==> config.mk <==
export PLATFORM = sky130hd
export DESIGN_NAME = hazard_ctrl
export DESIGN_NICKNAME = d
export VERILOG_FILES = /design/src/rtl/hazard_ctrl.sv
export SDC_FILE = /design/constraint.sdc
export NUM_CORES = 1
export LEC_CHECK = 0
export BUFFER_PORTS_ARGS = -buffer_cell sky130_fd_sc_hd__buf_2
export CAP_MARGIN = 20
export CORE_ASPECT_RATIO = 1.25
export CORE_UTILIZATION = 47
export CTS_BUF_LIST = sky130_fd_sc_hd__clkbuf_4 sky130_fd_sc_hd__clkbuf_8
export DETAILED_ROUTE_END_ITERATION = 6
export GPL_TIMING_DRIVEN = 0
export PLACE_DENSITY = 0.71
export SYNTH_ARGS = -nofsm -noshare
export SYNTH_HDL_FRONTEND = slang
export SYNTH_SLANG_ARGS = --single-unit
==> constraint.sdc <==
create_clock -name clk -period 4.8 [get_ports clk]
set_input_delay 0.48 -clock clk [delete_from_list [all_inputs] [get_ports clk]]
set_output_delay 0.48 -clock clk [all_outputs]
set_load 0.05 [all_outputs]
==> src/rtl/hazard_ctrl.sv <==
// Stall/flush/forward controller for a 5-stage MIPS pipeline, sitting beside ID.
// Tracks destination registers of EX/MEM/WB in a private shadow pipeline.
module hazard_ctrl #(
   parameter int unsigned CNT_W = 16
) (
   input  logic             clk,
   input  logic             rst,
   input  logic             id_valid,
   input  logic [3:0]       id_type,
   input  logic [4:0]       id_rs,
   input  logic [4:0]       id_rt,
   input  logic [4:0]       id_rd,
   input  logic             id_use_rs,
   input  logic             id_use_rt,
   input  logic             br_taken,
   input  logic             mem_wait,
   output logic             stall_if,
   output logic             bubble_ex,
   output logic             flush_if_id,
   output logic             freeze,
   output logic [1:0]       fwd_a,
   output logic [1:0]       fwd_b,
   output logic             br_fwd_a,
   output logic             br_fwd_b,
   output logic [1:0]       hz_state,
   output logic [CNT_W-1:0] stall_cnt
);

   typedef enum logic [1:0] {StRun = 2'b00, StHaz = 2'b01, StFrz = 2'b10} hz_state_e;

   logic       ex_vld, mem_vld, wb_vld;
   logic [4:0] ex_dst, mem_dst, wb_dst;
   logic       ex_ld, mem_ld;
   logic [4:0] ex_rs, ex_rt;
   logic       ex_use_rs, ex_use_rt;

   logic       id_wr, is_br, ex_hit, mem_hit_rs, mem_hit_rt;
   logic       load_use, br_haz, hazard, wait_act;
   logic [4:0] id_dst;
   hz_state_e  state;

   function automatic logic hit(logic vld, logic [4:0] dst, logic [4:0] src, logic use_src);
      return vld & use_src & (dst == src) & (src != 5'd0);
   endfunction

   always_comb begin
      id_dst = 5'd0;
      id_wr  = 1'b0;
      unique case (id_type)
         4'd1:       begin id_dst = id_rd; id_wr = 1'b1; end
         4'd2, 4'd3: begin id_dst = id_rt; id_wr = 1'b1; end
         default:    ;
      endcase
      id_wr = id_wr & id_valid & (id_dst != 5'd0);
   end

   assign is_br      = (id_type == 4'd5);
   assign ex_hit     = hit(ex_vld, ex_dst, id_rs, id_use_rs) | hit(ex_vld, ex_dst, id_rt, id_use_rt);
   assign mem_hit_rs = hit(mem_vld, mem_dst, id_rs, id_use_rs);
   assign mem_hit_rt = hit(mem_vld, mem_dst, id_rt, id_use_rt);
   assign load_use   = ex_ld & ex_hit;
   assign br_haz     = is_br & (ex_hit | (mem_ld & (mem_hit_rs | mem_hit_rt)));
   assign hazard     = ~rst & id_valid & (load_use | br_haz);
   assign wait_act   = ~rst & mem_wait;

   assign freeze      = wait_act;
   assign stall_if    = wait_act | hazard;
   assign bubble_ex   = hazard & ~wait_act;
   assign flush_if_id = ~rst & id_valid & is_br & br_taken & ~hazard & ~mem_wait;
   assign br_fwd_a    = ~rst & id_valid & is_br & ~mem_ld & mem_hit_rs;
   assign br_fwd_b    = ~rst & id_valid & is_br & ~mem_ld & mem_hit_rt;

   // Loads in MEM have no data yet; they reach EX only through the WB path.
   always_comb begin
      fwd_a = 2'b00;
      fwd_b = 2'b00;
      if (!rst) begin
         if (hit(mem_vld & ~mem_ld, mem_dst, ex_rs, ex_use_rs))  fwd_a = 2'b01;
         else if (hit(wb_vld, wb_dst, ex_rs, ex_use_rs))         fwd_a = 2'b10;
         if (hit(mem_vld & ~mem_ld, mem_dst, ex_rt, ex_use_rt))  fwd_b = 2'b01;
         else if (hit(wb_vld, wb_dst, ex_rt, ex_use_rt))         fwd_b = 2'b10;
      end
   end

   // Status reports the condition of the current cycle, so it is decoded, not delayed.
   always_comb begin
      if (wait_act)    state = StFrz;
      else if (hazard) state = StHaz;
      else             state = StRun;
   end
   assign hz_state = state;

   always_ff @(posedge clk) begin
      if (rst) begin
         ex_vld    <= 1'b0;
         ex_dst    <= 5'd0;
         ex_ld     <= 1'b0;
         ex_rs     <= 5'd0;
         ex_rt     <= 5'd0;
         ex_use_rs <= 1'b0;
         ex_use_rt <= 1'b0;
         mem_vld   <= 1'b0;
         mem_dst   <= 5'd0;
         mem_ld    <= 1'b0;
         wb_vld    <= 1'b0;
         wb_dst    <= 5'd0;
      end else if (!mem_wait) begin
         wb_vld    <= mem_vld;
         wb_dst    <= mem_dst;
         mem_vld   <= ex_vld;
         mem_dst   <= ex_dst;
         mem_ld    <= ex_ld;
         ex_vld    <= id_wr & ~hazard;
         ex_dst    <= id_dst;
         ex_ld     <= id_wr & ~hazard & (id_type == 4'd3);
         ex_rs     <= id_rs;
         ex_rt     <= id_rt;
         ex_use_rs <= id_valid & ~hazard & id_use_rs;
         ex_use_rt <= id_valid & ~hazard & id_use_rt;
      end
   end

   always_ff @(posedge clk) begin
      if (rst)                              stall_cnt <= '0;
      else if (stall_if && stall_cnt != '1) stall_cnt <= stall_cnt + {{(CNT_W-1){1'b0}}, 1'b1};
   end

endmodule

==> metrics.txt, run 1 <==
# TYPE chip_impl_metric gauge
chip_impl_info{name="status",value="finished, final reports clean"} 1
chip_impl_metric{name="diodes",unit=""} 0
chip_impl_metric{name="fraction_of_layout_instances_using_a_drive_strength_above_1",unit=""} 0.193
chip_impl_metric{name="antenna_left",unit=""} 0
chip_impl_metric{name="die_height",unit="um"} 87.4
chip_impl_info{name="timing.critical_path.cells",value="buf_2, or4_1, o21ai_0, nor4_1, a21oi_1, and3_4, buf_6, buf_2, inv_1, buf_2"} 1
chip_impl_metric{name="final_max_slew_viol_count",unit=""} 0
chip_impl_metric{name="clock-skew-final",unit="ns"} 0.00349
chip_impl_metric{name="hold_viol",unit=""} 0
chip_impl_metric{name="timing.reg2reg.setup_slack",unit="ns"} 2.16
chip_impl_metric{name="avgSynthCellArea",unit="sq um"} 8.59
chip_impl_metric{name="ys_ff_latch",unit=""} 48
chip_impl_metric{name="ctsHtreeMaxLevel",unit=""} 2
chip_impl_metric{name="die_area",unit="sq mm"} 0.00614
chip_impl_metric{name="irDropWorstVdd",unit="V"} 0.000168
chip_impl_metric{name="clock_sinks",unit=""} 48
chip_impl_info{name="ctsRootBufferMaster",value="clkbuf_8"} 1
chip_impl_metric{name="yosysTopAreaCellShare",unit=""} 0.351
chip_impl_metric{name="port-buffer-count",unit=""} 52
chip_impl_metric{name="grt_antenna_before_repair",unit=""} 0
chip_impl_metric{name="post-route-drc-count",unit=""} 0
chip_impl_metric{name="proportion_of_synthesized_chip_area_in_sequential_cells",unit=""} 0.351
chip_impl_metric{name="die_x",unit="um"} 70.3
chip_impl_metric{name="pin_count_of_the_biggest_net_entering_global_routing",unit=""} 14
chip_impl_metric{name="p_leak",unit="nW"} 1.36
chip_impl_metric{name="final_net_count",unit=""} 405
chip_impl_metric{name="start_util",unit=""} 0.497
chip_impl_metric{name="syn-instance-count",unit=""} 319
chip_impl_metric{name="post_drt_wl_per_cell",unit="um"} 15.9
chip_impl_metric{name="async_flop_share",unit=""} 0
chip_impl_info{name="timing.critical_path.mode_cell",value="buf_2"} 1
chip_impl_info{name="worstSetupEndpointType",value="output port"} 1
chip_impl_metric{name="cellPowerDensity",unit="mW/mm^2"} 240
chip_impl_metric{name="peak_freq",unit="MHz"} 325
chip_impl_metric{name="final_min_period_over_clock_period",unit=""} 0.642
chip_impl_metric{name="fin_ws",unit="ns"} 1.72
chip_impl_metric{name="syn-cell-area",unit="sq mm"} 0.00274
chip_impl_metric{name="synthesis.nets",unit=""} 346
chip_impl_metric{name="grt_pass1_wl",unit="mm"} 11.6
chip_impl_metric{name="cts_hold_buffers",unit=""} 0
chip_impl_metric{name="design.core.area",unit="sq mm"} 0.00552
chip_impl_metric{name="setup_fix_bufs_post_cts",unit=""} 0
chip_impl_metric{name="yosysUniqueCellTypes",unit=""} 49
chip_impl_metric{name="routabilityCongestion",unit=""} 0.846
chip_impl_metric{name="synth-edff-count",unit=""} 0
chip_impl_metric{name="vias_after_detailed_routing",unit=""} 2584
chip_impl_metric{name="number_of_global_route_vias_before_repair",unit=""} 2443
chip_impl_info{name="synth_top_cell_by_area",value="dfxtp_1"} 1
chip_impl_metric{name="cts.path.max_buffers",unit=""} 2
chip_impl_metric{name="count_of_instances_resized_after_the_clock_tree_is_built",unit=""} 0
chip_impl_info{name="worstSetupStartpointType",value="primary input"} 1
chip_impl_metric{name="cts_inserted_buffers",unit=""} 5
chip_impl_metric{name="detailed_route_iter0_violations",unit=""} 72
chip_impl_metric{name="data_required_time_of_the_critical_path",unit="ns"} 4.32
chip_impl_metric{name="drt_wl_total",unit="mm"} 7.02
chip_impl_metric{name="final.setup.tns",unit="ns"} 0
chip_impl_metric{name="util_after_layout",unit=""} 0.573
chip_impl_metric{name="setup_violations",unit=""} 0
chip_impl_metric{name="clock_period_minus_worst_slack",unit="ns"} 3.08
chip_impl_metric{name="detailedPlacementHpwl",unit="mm"} 5.41
chip_impl_metric{name="area.growth.synth_to_final",unit="%"} 15.4
chip_impl_metric{name="ys_warn_count",unit=""} 0
chip_impl_metric{name="worst_slew_pin_slew",unit="ns"} 0.775
chip_impl_metric{name="highest_cell_delay_on_the_worst_timing_path",unit="ns"} 0.52
chip_impl_metric{name="worstSkewPairLatency",unit="ns"} 0.30
chip_impl_metric{name="route.detailed.vias_per_inst",unit=""} 5.85
chip_impl_info{name="worst-setup-path-type",value="primary input to output port"} 1
chip_impl_info{name="hold_class",value="primary input to flip-flop"} 1
chip_impl_metric{name="maxCapViolCount",unit=""} 0
chip_impl_info{name="rsz_0062_raised_after_global_routing",value="false"} 1
chip_impl_metric{name="place_worst_setup_slack",unit="ns"} 1.73
chip_impl_metric{name="maxSlewHeadroom",unit=""} 0.484
chip_impl_metric{name="clkTransAtPathRegs",unit="ns"} 0.09
chip_impl_info{name="critPathSlowestCell",value="or4_1"} 1
chip_impl_metric{name="floorplan.rows",unit=""} 30
chip_impl_metric{name="critical_path_peak_fanout",unit=""} 10
chip_impl_info{name="ys.flop_type",value="dfxtp_1"} 1
chip_impl_metric{name="drt_pre_antenna_iters",unit=""} 4
chip_impl_metric{name="grt_use_total",unit=""} 0.237
chip_impl_info{name="post_synth_main_area_contributors",value="dfxtp_1, mux2i_1, xor2_1"} 1
chip_impl_info{name="tritoncts",value="yes"} 1
chip_impl_metric{name="top_level_ports",unit=""} 54
chip_impl_metric{name="globalRouteOverflowTotal",unit=""} 0
chip_impl_metric{name="worst_ep_arrival_time",unit="ns"} 2.60
==> through the flow <==
step,power (mW),hold slack [ns],instances,area (sq um)
global placement,0.527,0.470,435,3080
detailed placement,0.530,0.484,435,3080
finish,0.760,0.407,442,3160
global route,0.791,0.411,442,3160
CTS,0.767,0.403,442,3160
floorplan,0.493,0.443,319,2740
==> layout by cell type (no fill, tap or decap), types with 4 or more instances in the layout <==
cell type / count
o21ai_0: 8
nor4_1: 9
nand4_1: 6
xnor2_1: 17
xor2_1: 23
mux2i_1: 24
nor2_1: 42
clkbuf_1: 9
inv_1: 4
or4_1: 13
nor3_1: 7
o31ai_1: 6
dfxtp_1: 48
a22oi_1: 4
o311ai_0: 5
nand3_1: 12
buf_1: 4
clkbuf_8: 5
a21oi_1: 14
nand2_1: 14
buf_2: 56
==> layer usage <==
layer  wire [um]  vias up  track usage  share of wire
met4         107        0       0.0691          0.015
li1            -     1276            -              -
met5           0        -            0              0
met1        2870     1223        0.265           0.41
met2        3720       73        0.454           0.53
met3         317       12       0.0394          0.045
==> final timing paths <==
path / start / end / cells past startpoint
max: id_rs[1] / stall_if / 10
min: id_use_rs / ex_use_rs / 2
max reg2reg: stall_cnt[3] / stall_cnt[15] / 8
min reg2reg: stall_cnt[6] / stall_cnt[6] / 2
==> critical path, delay by kind of cell <==
| kind | cells | cell delay, ns |
|---|---|---|
| compound gates | 2 | 0.46 |
| buf+inv | 5 | 0.78 |
| simple gates | 3 | 0.88 |
==> report_power, final <==
part	leakage (nW)	internal [mW]	switching (mW)	total (mW)
logic	0.923	0.0427	0.0609	0.104
registers	0.389	0.406	0.0106	0.417
clock network	0.0445	0.105	0.135	0.240
total	1.36	0.554	0.206	0.760
==> cell families after synthesis <==
group / Yosys count / synth area share
simple gates: 128 / 0.254
mux: 25 / 0.0918
flops: 48 / 0.351
compound gates: 51 / 0.125
xor+xnor: 40 / 0.128
buf+inv: 26 / 0.0457
fa+ha+maj: 1 / 0.00457
==> layout make-up <==
cell class              count  area, sq um
fillers                   523         2360
repair buffers             52          260
plain buffers              21          106
clock inverters             1         5.00
multi-input cells         245         1650
flip-flops and latches     48          961
well taps                  64         80.1
inverters                   5         18.8
clock buffers               6         76.3
==> cell usage after synthesis, types with 2 or more instances <==
| master | count |
|---|---|
| dfxtp_1 | 48 |
| nor2b_1 | 3 |
| o21ai_0 | 8 |
| clkbuf_1 | 9 |
| o311ai_0 | 5 |
| a21oi_1 | 14 |
| and2_1 | 2 |
| and3_1 | 3 |
| xor2_1 | 23 |
| mux2i_1 | 24 |
| buf_6 | 2 |
| o31ai_1 | 6 |
| a22o_1 | 3 |
| nor3_1 | 7 |
| buf_4 | 2 |
| nand4_1 | 6 |
| a22oi_1 | 4 |
| nand2_1 | 14 |
| nor4_1 | 9 |
| buf_1 | 4 |
| inv_1 | 4 |
| nor2_1 | 42 |
| or3_1 | 3 |
| nand3_1 | 12 |
| o41ai_1 | 3 |
| xnor2_1 | 17 |
| and4bb_2 | 2 |
| a21o_1 | 2 |
| buf_2 | 4 |
| or4_1 | 13 |
| nand4b_1 | 2 |
| nor3b_1 | 2 |
==> sequential cells by signal, summed over array words and instances, names as in the netlist <==
signal and count:
wb_vld 1, mem_vld 1, ex_use_rt 1, mem_ld 1
ex_rt 5, ex_ld 1, stall_cnt 16, ex_rs 5
mem_dst 5, ex_vld 1, wb_dst 5, ex_dst 5
ex_use_rs 1
(Power assumes the default switching activity.)
==> run 2, diff against run 1 <==
--- a/config.mk
+++ b/config.mk
@@ -12,7 +12,7 @@
 export CTS_BUF_LIST = sky130_fd_sc_hd__clkbuf_4 sky130_fd_sc_hd__clkbuf_8
 export DETAILED_ROUTE_END_ITERATION = 6
 export GPL_TIMING_DRIVEN = 0
-export PLACE_DENSITY = 0.71
+export PLACE_DENSITY = 0.73
 export SYNTH_ARGS = -nofsm -noshare
 export SYNTH_HDL_FRONTEND = slang
 export SYNTH_SLANG_ARGS = --single-unit
==> constraint.sdc (replaced) <==
create_clock -name clk -period 2.75 [get_ports clk]
set_input_delay 0.275 -clock clk [delete_from_list [all_inputs] [get_ports clk]]
set_output_delay 0.275 -clock clk [all_outputs]
set_load 0.05 [all_outputs]
==> metrics.txt, run 2 (same netlist as run 1, synthesis figures left out) <==
# TYPE chip_impl_metric gauge
chip_impl_info{name="global_route.peak_usage_layer",value="met2"} 1
chip_impl_metric{name="fraction_of_layout_instances_using_a_drive_strength_above_1",unit=""} 0.206
chip_impl_metric{name="grtUsageMet3",unit=""} 0.0394
chip_impl_metric{name="cts_inserted_buffers",unit=""} 5
chip_impl_metric{name="peak_freq",unit="MHz"} 383
chip_impl_info{name="worstSetupStartpointType",value="flip-flop"} 1
chip_impl_metric{name="floorplan.rows",unit=""} 30
chip_impl_info{name="tritoncts",value="yes"} 1
chip_impl_metric{name="p_leak",unit="nW"} 1.37
chip_impl_metric{name="irDropWorstVdd",unit="V"} 0.000291
chip_impl_metric{name="worst_ep_arrival_time",unit="ns"} 2.33
chip_impl_metric{name="die_area",unit="sq mm"} 0.00614
chip_impl_metric{name="final_net_count",unit=""} 405
chip_impl_metric{name="setup_violations",unit=""} 0
chip_impl_info{name="most-common-layout-cells",value="buf_2, dfxtp_1, nor2_1"} 1
chip_impl_metric{name="pin_count_of_the_biggest_net_entering_global_routing",unit=""} 14
chip_impl_metric{name="start_util",unit=""} 0.497
chip_impl_metric{name="number_of_buffers_and_inverters_on_the_critical_path",unit=""} 3
chip_impl_metric{name="clock_sinks",unit=""} 48
chip_impl_metric{name="route.detailed.vias_per_inst",unit=""} 5.91
chip_impl_metric{name="critical_path_peak_fanout",unit=""} 6
chip_impl_metric{name="worst_slew_pin_slew",unit="ns"} 0.780
chip_impl_metric{name="top_level_ports",unit=""} 54
chip_impl_metric{name="diodes",unit=""} 0
chip_impl_metric{name="final.setup.tns",unit="ns"} 0
chip_impl_metric{name="instances_no_fill",unit=""} 442
chip_impl_metric{name="final_max_slew_viol_count",unit=""} 0
chip_impl_metric{name="die_height",unit="um"} 87.4
chip_impl_metric{name="clock_period_minus_worst_slack",unit="ns"} 2.61
chip_impl_info{name="final_common_cell",value="buf_2"} 1
chip_impl_metric{name="p_int",unit="mW"} 1.01
chip_impl_metric{name="highest_cell_delay_on_the_worst_timing_path",unit="ns"} 0.35
chip_impl_metric{name="antenna_left",unit=""} 0
chip_impl_metric{name="globalRouteOverflowTotal",unit=""} 0
chip_impl_metric{name="hold_viol",unit=""} 0
chip_impl_metric{name="placed_area",unit="sq mm"} 0.00309
chip_impl_metric{name="fin_ws",unit="ns"} 0.142
chip_impl_metric{name="detailed_route_iter0_violations",unit=""} 107
chip_impl_metric{name="port-buffer-count",unit=""} 52
chip_impl_info{name="critPathSlowestCell",value="nor4_2"} 1
chip_impl_metric{name="final_design_area_excluding_fillers",unit="sq mm"} 0.00321
chip_impl_metric{name="drt_wl_total",unit="mm"} 6.89
chip_impl_info{name="ctsRootBufferMaster",value="clkbuf_8"} 1
chip_impl_metric{name="maxSlewHeadroom",unit=""} 0.480
chip_impl_metric{name="worstSkewPairLatency",unit="ns"} 0.30
chip_impl_metric{name="clkTransAtPathRegs",unit="ns"} 0.09
chip_impl_info{name="worst-setup-path-type",value="flip-flop to output port"} 1
chip_impl_metric{name="routabilityCongestion",unit=""} 0.896
chip_impl_metric{name="drt_pre_antenna_iters",unit=""} 4
chip_impl_metric{name="vias_after_detailed_routing",unit=""} 2612
chip_impl_metric{name="data_required_time_of_the_critical_path",unit="ns"} 2.48
chip_impl_metric{name="power.combinational.fraction",unit=""} 0.133
chip_impl_info{name="timing.critical_path.cells",value="buf_6, xor2_1, nor4_2, nand4b_1, a21o_1, and2_1, nor2_1, buf_4, buf_2"} 1
chip_impl_metric{name="post-route-drc-count",unit=""} 0
chip_impl_metric{name="number_of_global_route_vias_before_repair",unit=""} 2359
chip_impl_metric{name="largest_register_ff_count",unit=""} 16
chip_impl_metric{name="grt_pass1_wl",unit="mm"} 11.4
chip_impl_metric{name="cellPowerDensity",unit="mW/mm^2"} 424
chip_impl_metric{name="final_min_period_over_clock_period",unit=""} 0.948
chip_impl_metric{name="post_drt_wl_per_cell",unit="um"} 15.6
chip_impl_metric{name="grt_use_total",unit=""} 0.232
chip_impl_metric{name="switchingPower",unit="uW"} 353
chip_impl_metric{name="met2_usage",unit=""} 0.422
chip_impl_metric{name="placed_cells",unit=""} 435
chip_impl_metric{name="design.core.area",unit="sq mm"} 0.00552
chip_impl_metric{name="cts_hold_buffers",unit=""} 0
chip_impl_metric{name="maxCapViolCount",unit=""} 0
chip_impl_metric{name="power_frac_clock",unit=""} 0.332
chip_impl_metric{name="layout.filler_cells",unit=""} 519
chip_impl_metric{name="use_met1",unit=""} 0.274
chip_impl_info{name="worst_path_dominant_cell_family",value="simple AND/OR/NAND/NOR gates"} 1
chip_impl_metric{name="die_x",unit="um"} 70.3
chip_impl_info{name="rsz_0062_raised_after_global_routing",value="false"} 1
chip_impl_metric{name="ctsHtreeMaxLevel",unit=""} 2
chip_impl_metric{name="detailedPlacementHpwl",unit="mm"} 5.29
chip_impl_info{name="hold_class",value="primary input to flip-flop"} 1
chip_impl_metric{name="clock-skew-final",unit="ns"} 0.00700
chip_impl_metric{name="fin_worst_hold_slack",unit="ns"} 0.207
chip_impl_metric{name="grt_antenna_before_repair",unit=""} 0
chip_impl_info{name="status",value="finished, final reports clean"} 1
chip_impl_metric{name="place_worst_setup_slack",unit="ns"} 0.120
chip_impl_metric{name="switching_share",unit=""} 0.259
chip_impl_metric{name="sequential_group_share_of_total_power",unit=""} 0.535
chip_impl_metric{name="area.growth.synth_to_final",unit="%"} 17.1
chip_impl_metric{name="cts.path.max_buffers",unit=""} 2
chip_impl_info{name="regMostFlops",value="stall_cnt"} 1
chip_impl_info{name="worstSetupEndpointType",value="output port"} 1
[run 2: cell count changes in the layout (fill, tap and decap cells not counted), sizes merged]
cell,previous run,this run
buf,64,65
clkinv,2,1
[run 2: worst register-to-register path, stage by stage, from the launching register on]
cell and delay [ns]:
dfxtp_1 0.42, and4_1 0.29, and2_1 0.21, nand3_1 0.20, nor3_2 0.37, clkbuf_1 0.35, buf_2 0.30, nor4_1 0.08
o21a_1 0.18
[run 2: repair_timing]
action,in CTS,in global routing
endpoints found under the setup margin,1,10
resized for setup,1,4
buffers inserted,1,1
pin swaps,1,3
endpoints found under the hold margin,0,0
[run 2: area by class of cell]
type	instances	area [sq um]	area share
clock buffers	7	96.3	0.0300
repair buffers	54	282	0.0878
flip-flops and latches	48	962	0.300
multi-input cells	245	1670	0.521
well taps	64	80.1	0.0250
plain buffers	19	97.6	0.0304
inverters	5	18.8	0.00585
[run 2: routing by layer]
metal | routed length (um) | vias to the layer above | part of all wire
met1 | 2930 | 1253 | 0.43
li1 | - | 1280 | -
met2 | 3580 | 71 | 0.52
met4 | 108 | 0 | 0.016
met5 | 0 | - | 0
met3 | 264 | 8 | 0.038
[run 2: power groups by stage]
stage | Sequential [mW] | Clock, mW | Combinational, mW
global route | 0.731 | 0.491 | 0.198
global placement | 0.744 | 0 | 0.177
detailed placement | 0.744 | 0 | 0.181
finish | 0.729 | 0.452 | 0.182
CTS | 0.728 | 0.465 | 0.181
floorplan | 0.744 | 0 | 0.117
[run 2: path summary, 6_finish.rpt]
path	start	endpoint	slack, ns	cells past startpoint
worst min register to register	ex_vld	ex_vld	0.49	1
worst min-delay path	id_use_rs	ex_use_rs	0.21	2
worst max-delay path	mem_dst[2]	hz_state[0]	0.14	9
worst max register to register	stall_cnt[3]	stall_cnt[15]	0.25	8
[run 2: metrics by stage]
| stage | util | total power [mW] |
|---|---|---|
| final | 0.581 | 1.36 |
| after global placement | 0.559 | 0.920 |
| after detailed placement | 0.559 | 0.925 |
| after global routing | 0.581 | 1.42 |
| after floorplan | - | 0.861 |
| after CTS | 0.578 | 1.37 |
